===== config.mk =====
export PLATFORM = sky130hd
export DESIGN_NAME = pe_act_receive_fsm
export DESIGN_NICKNAME = d
export VERILOG_FILES = /design/src/rtl/pe_act_receive_fsm_pkg.sv /design/src/rtl/pe_recv_fifo.sv /design/src/rtl/pe_act_receive_fsm.sv
export SDC_FILE = /design/constraint.sdc
export NUM_CORES = 1
export LEC_CHECK = 0
export ABC_AREA = 1
export CAP_MARGIN = 5
export CORE_MARGIN = 2
export CORE_UTILIZATION = 60
export DETAILED_ROUTE_END_ITERATION = 8
export GPL_ROUTABILITY_DRIVEN = 1
export PLACE_DENSITY = 0.86
export SETUP_SLACK_MARGIN = 0.15
export SLEW_MARGIN = 20
export SYNTH_ARGS = -nofsm -noshare
export SYNTH_HDL_FRONTEND = slang
export SYNTH_HIERARCHICAL = 1
export SYNTH_SLANG_ARGS = --single-unit

===== constraint.sdc =====
create_clock -name clk -period 6.3 [get_ports clk]
set_clock_uncertainty 0.15 [all_clocks]
set_input_delay 0.63 -clock clk [delete_from_list [all_inputs] [get_ports clk]]
set_output_delay 0.63 -clock clk [all_outputs]
set_load 0.02 [all_outputs]

===== src/rtl/pe_act_receive_fsm_pkg.sv =====
// ============================================================================
// Module      : pe_act_receive_fsm_pkg
// Description : Shared types and packet-decode helpers for the PE activation
//               receive path (state encoding, router field layout).
// Revision    : 1.0 - initial release
// ============================================================================
`default_nettype none

package pe_act_receive_fsm_pkg;

    localparam int ROUTER_ADDR_WIDTH = 16;
    localparam int SRC_W             = 6;
    localparam int CMP_BIT           = ROUTER_ADDR_WIDTH - 1;

    typedef enum logic [1:0] {
        ST_IDLE = 2'd0,
        ST_RECV = 2'd1,
        ST_DONE = 2'd2
    } state_t;

    // Completion packets carry their source in the data field, activations in the address.
    function automatic logic [SRC_W-1:0] pkt_src(
        input logic [ROUTER_ADDR_WIDTH-1:0] addr,
        input logic [SRC_W-1:0]             cmp_src
    );
        return addr[CMP_BIT] ? cmp_src : addr[SRC_W-1:0];
    endfunction

endpackage

`default_nettype wire


===== src/rtl/pe_recv_fifo.sv =====
// ============================================================================
// Module      : pe_recv_fifo
// Description : Synchronous FIFO of {addr,data} router packets, power-of-2 depth.
// Revision    : 1.0 - initial release
// ============================================================================
`default_nettype none

module pe_recv_fifo #(
    parameter int WIDTH = 32,
    parameter int DEPTH = 4
) (
    input  logic             clk,
    input  logic             rst,
    input  logic             push_i,
    input  logic [WIDTH-1:0] wr_data_i,
    input  logic             pop_i,
    output logic [WIDTH-1:0] rd_data_o,
    output logic             full_o,
    output logic             empty_o
);

    localparam int PW = $clog2(DEPTH) + 1;

    logic [PW-1:0]    wptr_q;
    logic [PW-1:0]    rptr_q;
    logic [WIDTH-1:0] mem_q [DEPTH];

    always_ff @(posedge clk) begin
        if (rst) begin
            wptr_q <= '0;
            rptr_q <= '0;
        end else begin
            if (push_i) wptr_q <= wptr_q + PW'(1);
            if (pop_i)  rptr_q <= rptr_q + PW'(1);
        end
    end

    always_ff @(posedge clk) begin
        if (push_i) mem_q[wptr_q[PW-2:0]] <= wr_data_i;
    end

    // Extra pointer MSB distinguishes full from empty when the index bits match.
    assign rd_data_o = mem_q[rptr_q[PW-2:0]];
    assign empty_o   = (wptr_q == rptr_q);
    assign full_o    = (wptr_q[PW-1] != rptr_q[PW-1]) && (wptr_q[PW-2:0] == rptr_q[PW-2:0]);

endmodule

`default_nettype wire


===== src/rtl/pe_act_receive_fsm.sv =====
// ============================================================================
// Module      : pe_act_receive_fsm
// Description : Receive side of the PE activation broadcast: buffers router
//               packets, writes activations, tracks per-source completion.
//               Optional macro PE_RECV_ERR_CHK_EN builds the sticky recv_err.
// Revision    : 1.0 - initial release
// ============================================================================
`default_nettype none

module pe_act_receive_fsm
    import pe_act_receive_fsm_pkg::*;
#(
    parameter int PE_IDX     = 0,
    parameter int NUM_PE     = 16,
    parameter int DATA_WIDTH = 16,
    parameter int MEM_AW     = 10,
    parameter int FIFO_DEPTH = 4,
    parameter int CNT_WIDTH  = 16
) (
    input  logic                         clk,
    input  logic                         rst,
    input  logic                         pe_start_calc,
    input  logic [NUM_PE-1:0]            expect_mask,
    input  logic                         recv_valid,
    output logic                         recv_rdy,
    input  logic [ROUTER_ADDR_WIDTH-1:0] recv_addr,
    input  logic [DATA_WIDTH-1:0]        recv_data,
    output logic                         act_wr_en,
    output logic [MEM_AW-1:0]            act_wr_addr,
    output logic [DATA_WIDTH-1:0]        act_wr_data,
    input  logic                         act_wr_stall,
    output logic [CNT_WIDTH-1:0]         act_cnt,
    output logic [NUM_PE-1:0]            done_mask,
    output logic                         recv_done,
    output logic                         recv_err,
    output logic [SRC_W-1:0]             dbg_pe_idx
);

    localparam int PKT_W = ROUTER_ADDR_WIDTH + DATA_WIDTH;

    state_t                  state_q;
    logic [NUM_PE-1:0]       expect_q;
    logic [NUM_PE-1:0]       done_mask_q;
    logic [CNT_WIDTH-1:0]    cnt_q;
    logic                    wr_en_q;
    logic [MEM_AW-1:0]       wr_addr_q;
    logic [DATA_WIDTH-1:0]   wr_data_q;
    logic                    recv_done_q;

    logic                         w_push;
    logic                         w_pop;
    logic                         w_full;
    logic                         w_empty;
    logic [PKT_W-1:0]             w_head;
    logic [ROUTER_ADDR_WIDTH-1:0] w_head_addr;
    logic [DATA_WIDTH-1:0]        w_head_data;
    logic                         w_is_cmp;
    logic [SRC_W-1:0]             w_src;
    logic [NUM_PE-1:0]            w_src_oh;
    logic                         w_src_ok;
    logic                         w_act_pop;
    logic                         w_cmp_pop;
    logic                         w_all_done;
    logic                         w_start;
    logic [ROUTER_ADDR_WIDTH-2:0] w_full_addr;

    // A phase with nothing expected completes immediately, so it never opens the port.
    assign recv_rdy = (state_q == ST_RECV) & ~w_full & (|expect_q);
    assign w_push   = recv_valid & recv_rdy;

    pe_recv_fifo #(
        .WIDTH (PKT_W),
        .DEPTH (FIFO_DEPTH)
    ) u_fifo (
        .clk       (clk),
        .rst       (rst),
        .push_i    (w_push),
        .wr_data_i ({recv_addr, recv_data}),
        .pop_i     (w_pop),
        .rd_data_o (w_head),
        .full_o    (w_full),
        .empty_o   (w_empty)
    );

    assign w_head_addr = w_head[PKT_W-1:DATA_WIDTH];
    assign w_head_data = w_head[DATA_WIDTH-1:0];
    assign w_is_cmp    = w_head_addr[CMP_BIT];
    assign w_src       = pkt_src(w_head_addr, w_head_data[SRC_W-1:0]);
    assign w_src_oh    = NUM_PE'(1) << w_src;
    assign w_src_ok    = |w_src_oh;
    assign w_full_addr = {w_head_addr[ROUTER_ADDR_WIDTH-2:SRC_W], w_src};

    // Only a valid activation waits on the memory; everything else drains freely.
    assign w_pop      = ~w_empty & (w_is_cmp | ~w_src_ok | ~act_wr_stall);
    assign w_act_pop  = w_pop & ~w_is_cmp & w_src_ok;
    assign w_cmp_pop  = w_pop & w_is_cmp & w_src_ok;
    assign w_all_done = ((done_mask_q & expect_q) == expect_q) & w_empty & ~wr_en_q;
    assign w_start    = pe_start_calc & (state_q != ST_RECV);

    always_ff @(posedge clk) begin
        if (rst) begin
            state_q     <= ST_IDLE;
            expect_q    <= '0;
            done_mask_q <= '0;
            cnt_q       <= '0;
            wr_en_q     <= 1'b0;
            wr_addr_q   <= '0;
            wr_data_q   <= '0;
            recv_done_q <= 1'b0;
        end else begin
            if (w_act_pop) begin
                wr_en_q   <= 1'b1;
                wr_addr_q <= MEM_AW'(w_full_addr);
                wr_data_q <= w_head_data;
                if (~&cnt_q) cnt_q <= cnt_q + CNT_WIDTH'(1);
            end else if (!act_wr_stall) begin
                wr_en_q <= 1'b0;
            end

            if (w_cmp_pop) done_mask_q <= done_mask_q | w_src_oh;

            case (state_q)
                ST_IDLE, ST_DONE: begin
                    if (pe_start_calc) begin
                        state_q     <= ST_RECV;
                        expect_q    <= expect_mask;
                        done_mask_q <= '0;
                        cnt_q       <= '0;
                        recv_done_q <= 1'b0;
                    end
                end
                ST_RECV: begin
                    if (w_all_done) begin
                        state_q     <= ST_DONE;
                        recv_done_q <= 1'b1;
                    end
                end
                default: state_q <= ST_IDLE;
            endcase
        end
    end

`ifdef PE_RECV_ERR_CHK_EN
    logic err_q;
    logic w_err_hit;

    assign w_err_hit = w_pop & (~w_src_ok
                              | (|(done_mask_q & w_src_oh))
                              | (w_is_cmp & ~(|(expect_q & w_src_oh))));

    always_ff @(posedge clk) begin
        if (rst || w_start) begin
            err_q <= 1'b0;
        end else if (w_err_hit) begin
            err_q <= 1'b1;
        end
    end

    assign recv_err = err_q;
`else
    assign recv_err = 1'b0;
`endif

    assign act_wr_en   = wr_en_q;
    assign act_wr_addr = wr_addr_q;
    assign act_wr_data = wr_data_q;
    assign act_cnt     = cnt_q;
    assign done_mask   = done_mask_q;
    assign recv_done   = recv_done_q;
    assign dbg_pe_idx  = SRC_W'(PE_IDX);

endmodule

`default_nettype wire


==> flow_summary_export.csv, run 1 <==
group,metric,value,unit
run_status,status,"completed",
logic_synthesis,ys_warn_count,6,
routing,drt_wl_total,17.49,mm
layout,seqCellArea,0.004969,mm^2
layout,syn2layout_area_growth,19.25,%
placement,dpl.cell_count,1138,
die,die_x,122.2,um
job,maxCapViolCount,0,
routing,top_layer_used,"met4",
clock_network,h-tree-depth,4,
worst_setup_path,crit_type,"reg -> reg",
worst_setup_path,cpMostUsedCell,"nand2_1",
die,die_y,122.2,um
die,core,0.01377,mm^2
routing,drt-initial-drc-count,482,
layout,finish.net_count,1036,
placement,dpl_worst_slack,1.672,ns
logic_synthesis,syn_area,0.008389,mm^2
timing,finalHoldViolCount,0,
clock_network,path_clk_slew,0.07,ns
grt,grt_pass1_vias,5765,
timing,rsz0062_at_grt,"no",
layout,fillCellCount,981,
timing,setup_slack,1.658,ns
layout,fin_cells,1170,
clock_network,ctsRootBufferMaster,"clkbuf_16",
worst_setup_path,crit_chain,"o211ai_1 > nand2_1 > inv_2 > nand2_2 > nand2_1 > nor2_2 > nand4_1 > nand2_1 > inv_2 > nand3_2 > nand4_4 > inv_4 > nand2_1 > a21oi_1",
routing,met1Wirelength,7.297,mm
worst_setup_path,worstPathArrival,4.86,ns
logic_synthesis,syn-mean-instance-area,9.469,um^2
layout,multi_input_area,0.002646,mm^2
placement,hpwl,11.08,mm
grt,antenna_found_initial,0,
clock_network,cts_tree,"built",
placement,placed_area,0.009417,mm^2
worst_hold_path,min_from,"act_wr_addr[4]",
routing,drt_first_pass_iters,5,
clock_network,post_cts_buffers,0,
layout,final_cell_area,0.01000,mm^2
clock_network,cts_buffers,17,
worst_hold_path,hold_class,"reg -> reg",
grt,grt.total_usage,24.69,%
routing,antenna_left,0,
timing,tightest_slew,1.054,ns
timing,fmax,215.4,MHz
placement,gp_congestion,0.8587,
die,dieArea,0.01494,mm^2
die,ioPinCount,121,
layout,antennaDiodeCount,0,
placement,portBuffers,108,
routing,routed-wl-met3,1.125,mm
timing,max_slew_margin,29.73,%
timing,min_period,4.642,ns
worst_setup_path,slowest_stage,"dfxtp_4",
routing,num_vias,6207,
clock_network,cts_num_sinks,194,
worst_setup_path,end_kind,"flop",
worst_setup_path,cp-start-kind,"flop",
die,start_util,60.91,%
grt,gr-total-overflow,0,
die,placementRows,43,
clock_network,worstSkewPairLatency,0.44,ns
worst_setup_path,cpPeakStageDelay,0.99,ns
routing,wl_per_cell,14.95,um
routing,met2_length,8.777,mm
power,p_leak,3.815,nW
power,p_per_area,346.0,mW/mm^2
worst_setup_path,cp_max_fo,108,
timing,finalMaxSlewViolations,0,
routing,drc,0,
clock_network,cts_buffer_depth,2,
layout,layout-drive-gt1-share,6.061,%
timing,setup-tns-final,0,ns
timing,setup_viol,0,
routing,via_per_inst,5.305,
logic_synthesis,netlist_instances,886,
clock_network,ctsResizeCount,0,
timing,period_share,73.67,%
power,vdd_drop_max,0.0002363,V
grt,grt_pass1_wl,27.88,mm
clock_network,hold_buffers,0,
worst_setup_path,crit_required,6.52,ns
grt,grt_max_degree,109,
[cells in the final DEF, fill, tap and decap left out, drive strengths merged]
cell             n
nand3           37
xor2             8
o21ai           24
nor3b            1
xnor2            4
conb             7
nor3             4
bufinv           2
o22ai            4
o211ai          54
clkinv           8
clkbuf          17
buf              7
clkinvlp         3
edfxtp         108
a21oi           44
nand2          242
nor2            64
o21a            12
clkdlybuf4s50  108
a221oi           1
nand3b           4
ha               6
inv            120
nor4             6
nand4            9
dfxtp           86
[state kept, by name, indices dropped and copies added (netlist names), named ones only]
register       flops
done_mask         16
act_wr_en          1
u_fifo/mem_q     108
act_wr_data       16
act_cnt           16
recv_done          1
state_q            2
expect_q          16
u_fifo/wptr_q      3
u_fifo/rptr_q      3
act_wr_addr       10
[routing by layer]
layer	track usage, %	up-vias
li1	-	3094
met1	31.04	2902
met2	41.49	188
met3	6.180	23
met4	9.052	0
met5	0	-
[layout make-up]
cell class | count | area share [%]
clock buffers | 17 | 4.252
multi-input cells | 531 | 26.45
flip-flops and latches | 194 | 49.66
clock inverters | 15 | 1.601
repair buffers | 115 | 11.33
well taps | 180 | 2.251
inverters | 118 | 4.452
[final timing paths]
| check | end | slack, ns | depth (start not counted) |
|---|---|---|---|
| max | act_wr_data[5] | 1.66 | 14 |
| min | act_wr_addr[4] | 0.30 | 2 |
| max reg2reg | act_wr_data[5] | 1.66 | 14 |
| min reg2reg | act_wr_addr[4] | 0.30 | 2 |
[through the flow]
stage / util, % / hold slack [ns] / total power, mW
2_1_floorplan: - / 0.2903 / 2.260
3_3_place_gp: 68.37 / 0.2767 / 2.387
3_5_place_dp: 68.37 / 0.2866 / 2.424
4_1_cts: 72.62 / 0.3024 / 3.485
5_1_grt: 72.64 / 0.3142 / 3.648
6_report: 72.64 / 0.2981 / 3.462
[critical path, delay by kind of cell, from the launching register on]
family | cells | cell delay, ns
simple gates | 9 | 2.13
buf+inv | 3 | 0.86
flops | 1 | 0.99
compound gates | 2 | 0.35
[report_power, final]
part           switching (mW)  total, mW  internal, mW
combinational           0.585      0.883         0.298
clock                   0.472       1.06         0.588
sequential              0.109       1.52          1.41
total                    1.17       3.46          2.30
Power figures use the tool's default switching activity.
==> run 2, diff against run 1 <==
Settings changed: CORE_UTILIZATION 60 to 50, PLACE_DENSITY 0.86 to 0.76.
Clock period 6.3 ns to 4.2 ns, I/O delays scaled along.
==> flow_summary_export.csv, run 2 (synthesis gave the netlist of run 1 again) <==
group,metric,value,unit
timing,tightest_slew,0.6395,ns
timing,rsz0062_at_grt,"no",
power,p_per_area,523.7,mW/mm^2
clock_network,worstSkewPairLatency,0.43,ns
grt,antenna_found_initial,0,
routing,num_vias,6271,
timing,finalMaxSlewViolations,0,
layout,syn2layout_area_growth,20.78,%
routing,drc,0,
worst_setup_path,crit_type,"reg -> reg",
layout,fin_cells,1218,
grt,gr-total-overflow,0,
timing,setup_viol,0,
layout,antennaDiodeCount,0,
clock_network,cts_tree,"built",
worst_setup_path,end_kind,"flop",
placement,hpwl,11.85,mm
layout,largest_register_ffs,108,
timing,period_share,86.80,%
worst_hold_path,min_from,"act_wr_addr[4]",
grt,grt_max_degree,39,
worst_setup_path,cp_max_fo,38,
die,dieArea,0.01783,mm^2
worst_setup_path,reg2reg_setup_slack,0.55,ns
routing,drt_first_pass_iters,5,
layout,finish.net_count,1044,
die,core,0.01647,mm^2
worst_hold_path,whs_endpoint,"act_wr_addr[4]",
worst_setup_path,worstPathArrival,3.82,ns
routing,antenna_left,0,
clock_network,cts_buffer_depth,2,
worst_hold_path,hold_class,"reg -> reg",
timing,min_period,3.646,ns
timing,fmax,274.3,MHz
clock_network,h-tree-depth,4,
layout,layout-drive-gt1-share,6.914,%
worst_hold_path,hold_path_depth,2,
grt,grt.total_usage,20.92,%
timing,setup-tns-final,0,ns
worst_setup_path,reg2reg_depth,17,
die,die_x,133.5,um
layout,fillCellCount,1331,
power,p_leak,3.864,nW
die,placementRows,47,
worst_setup_path,rr_endpoint,"act_cnt[0]",
die,die_y,133.5,um
timing,max_slew_margin,57.32,%
placement,dpl.cell_count,1185,
routing,via_per_inst,5.149,
die,ioPinCount,121,
layout,mostFrequentLayoutCells,"nand2_1 (236), inv_1 (112), clkdlybuf4s50_1 (108), edfxtp_1 (108), dfxtp_1 (85)",
routing,wl_per_cell,15.06,um
clock_network,cts_buffers,17,
worst_setup_path,crit_required,4.38,ns
timing,finalHoldViolCount,0,
grt,grt_pass1_vias,5942,
placement,portBuffers,108,
clock_network,cts_num_sinks,194,
grt,grt_pass1_wl,29.09,mm
job,maxCapViolCount,0,
power,vdd_drop_max,0.0004414,V
clock_network,path_clk_slew,0.07,ns
die,start_util,50.95,%
layout,layout_commonest_cell,"nand2_1",
routing,drt_wl_total,18.35,mm
clock_network,ctsRootBufferMaster,"clkbuf_16",
run_status,status,"completed",
layout,multi_input_area,0.002659,mm^2
placement,gp_congestion,0.8661,
layout,seqCellArea,0.004969,mm^2
routing,drt-initial-drc-count,495,
worst_setup_path,cp-start-kind,"flop",
## run 2: cell types whose count changed in the layout (fill, tap and decap cells not counted), moves of 2 or more
cell | previous run | this run
buf_4 | 7 | 14
clkinv_1 | 4 | 1
clkbuf_1 | 0 | 2
clkinv_4 | 4 | 2
inv_6 | 1 | 3
## run 2: per-layer routing
metal | wire [um] | track usage [%] | part of all wire (%) | vias up
met1 | 7846 | 25.62 | 43 | 2935
met2 | 8844 | 35.82 | 48 | 196
met5 | 0 | 0 | 0 | -
met3 | 1287 | 5.137 | 7.0 | 32
li1 | - | - | - | 3108
met4 | 370 | 7.979 | 2.0 | 0
## run 2: metrics by stage
step | setup WS (ns) | cell area, um^2 | hold WS [ns] | utilization, % | power, mW
6_report | 0.5543 | 10130 | 0.2882 | 61.54 | 5.306
3_5_place_dp | 0.3648 | 9519 | 0.2784 | 57.81 | 3.680
5_1_grt | 0.2171 | 10130 | 0.3139 | 61.54 | 5.586
4_1_cts | 0.3430 | 10110 | 0.2906 | 61.41 | 5.301
2_1_floorplan | 1.678 | 8412 | 0.2903 | - | 3.390
3_3_place_gp | 0.4499 | 9519 | 0.2780 | 57.81 | 3.638
## run 2: layout make-up
type                    instances  area share (%)
inverters                     118           4.446
clock inverters                12           1.445
well taps                     220           2.717
multi-input cells             532           26.24
repair buffers                122           11.71
clock buffers                  20           4.408
flip-flops and latches        194           49.04
## run 2: worst max path at each step
stage	start	to	slack [ns]
floorplan	flop	act_cnt[0]	1.68
global placement	flop	act_cnt[15]	0.45
detailed placement	flop	act_cnt[15]	0.36
CTS	flop	act_cnt[15]	0.34
global route	flop	act_cnt[6]	0.22
finish	flop	act_cnt[0]	0.55
## run 2: report_power, final
part / switching [mW] / total (mW) / internal, mW
logic: 0.997 / 1.47 / 0.471
registers: 0.102 / 2.22 / 2.12
clock network: 0.714 / 1.62 / 0.908
total: 1.81 / 5.31 / 3.49
## run 2: timing repair
item                                   in CTS  in global routing
endpoints found under the hold margin       0                  0
resized for setup                           0                  3
buffers inserted                            0                  0
setup endpoints to repair                   0                 40
hold buffers                                0                  0
## run 2: worst max-delay path, cell delays in order (launching register included)
cell      delay (ns)
dfxtp_4         0.59
buf_4           0.41
nand2_1         0.09
o211ai_1        0.10
nand2_1         0.15
nand2_1         0.12
nand2_2         0.09
nor2_2          0.38
nand4_1         0.13
nand2_1         0.10
nor2_1          0.05
nand3_2         0.15
nand4_4         0.34
buf_4           0.35
nor2_2          0.16
nand2_1         0.07
nand2_1         0.06
nor2_1          0.04
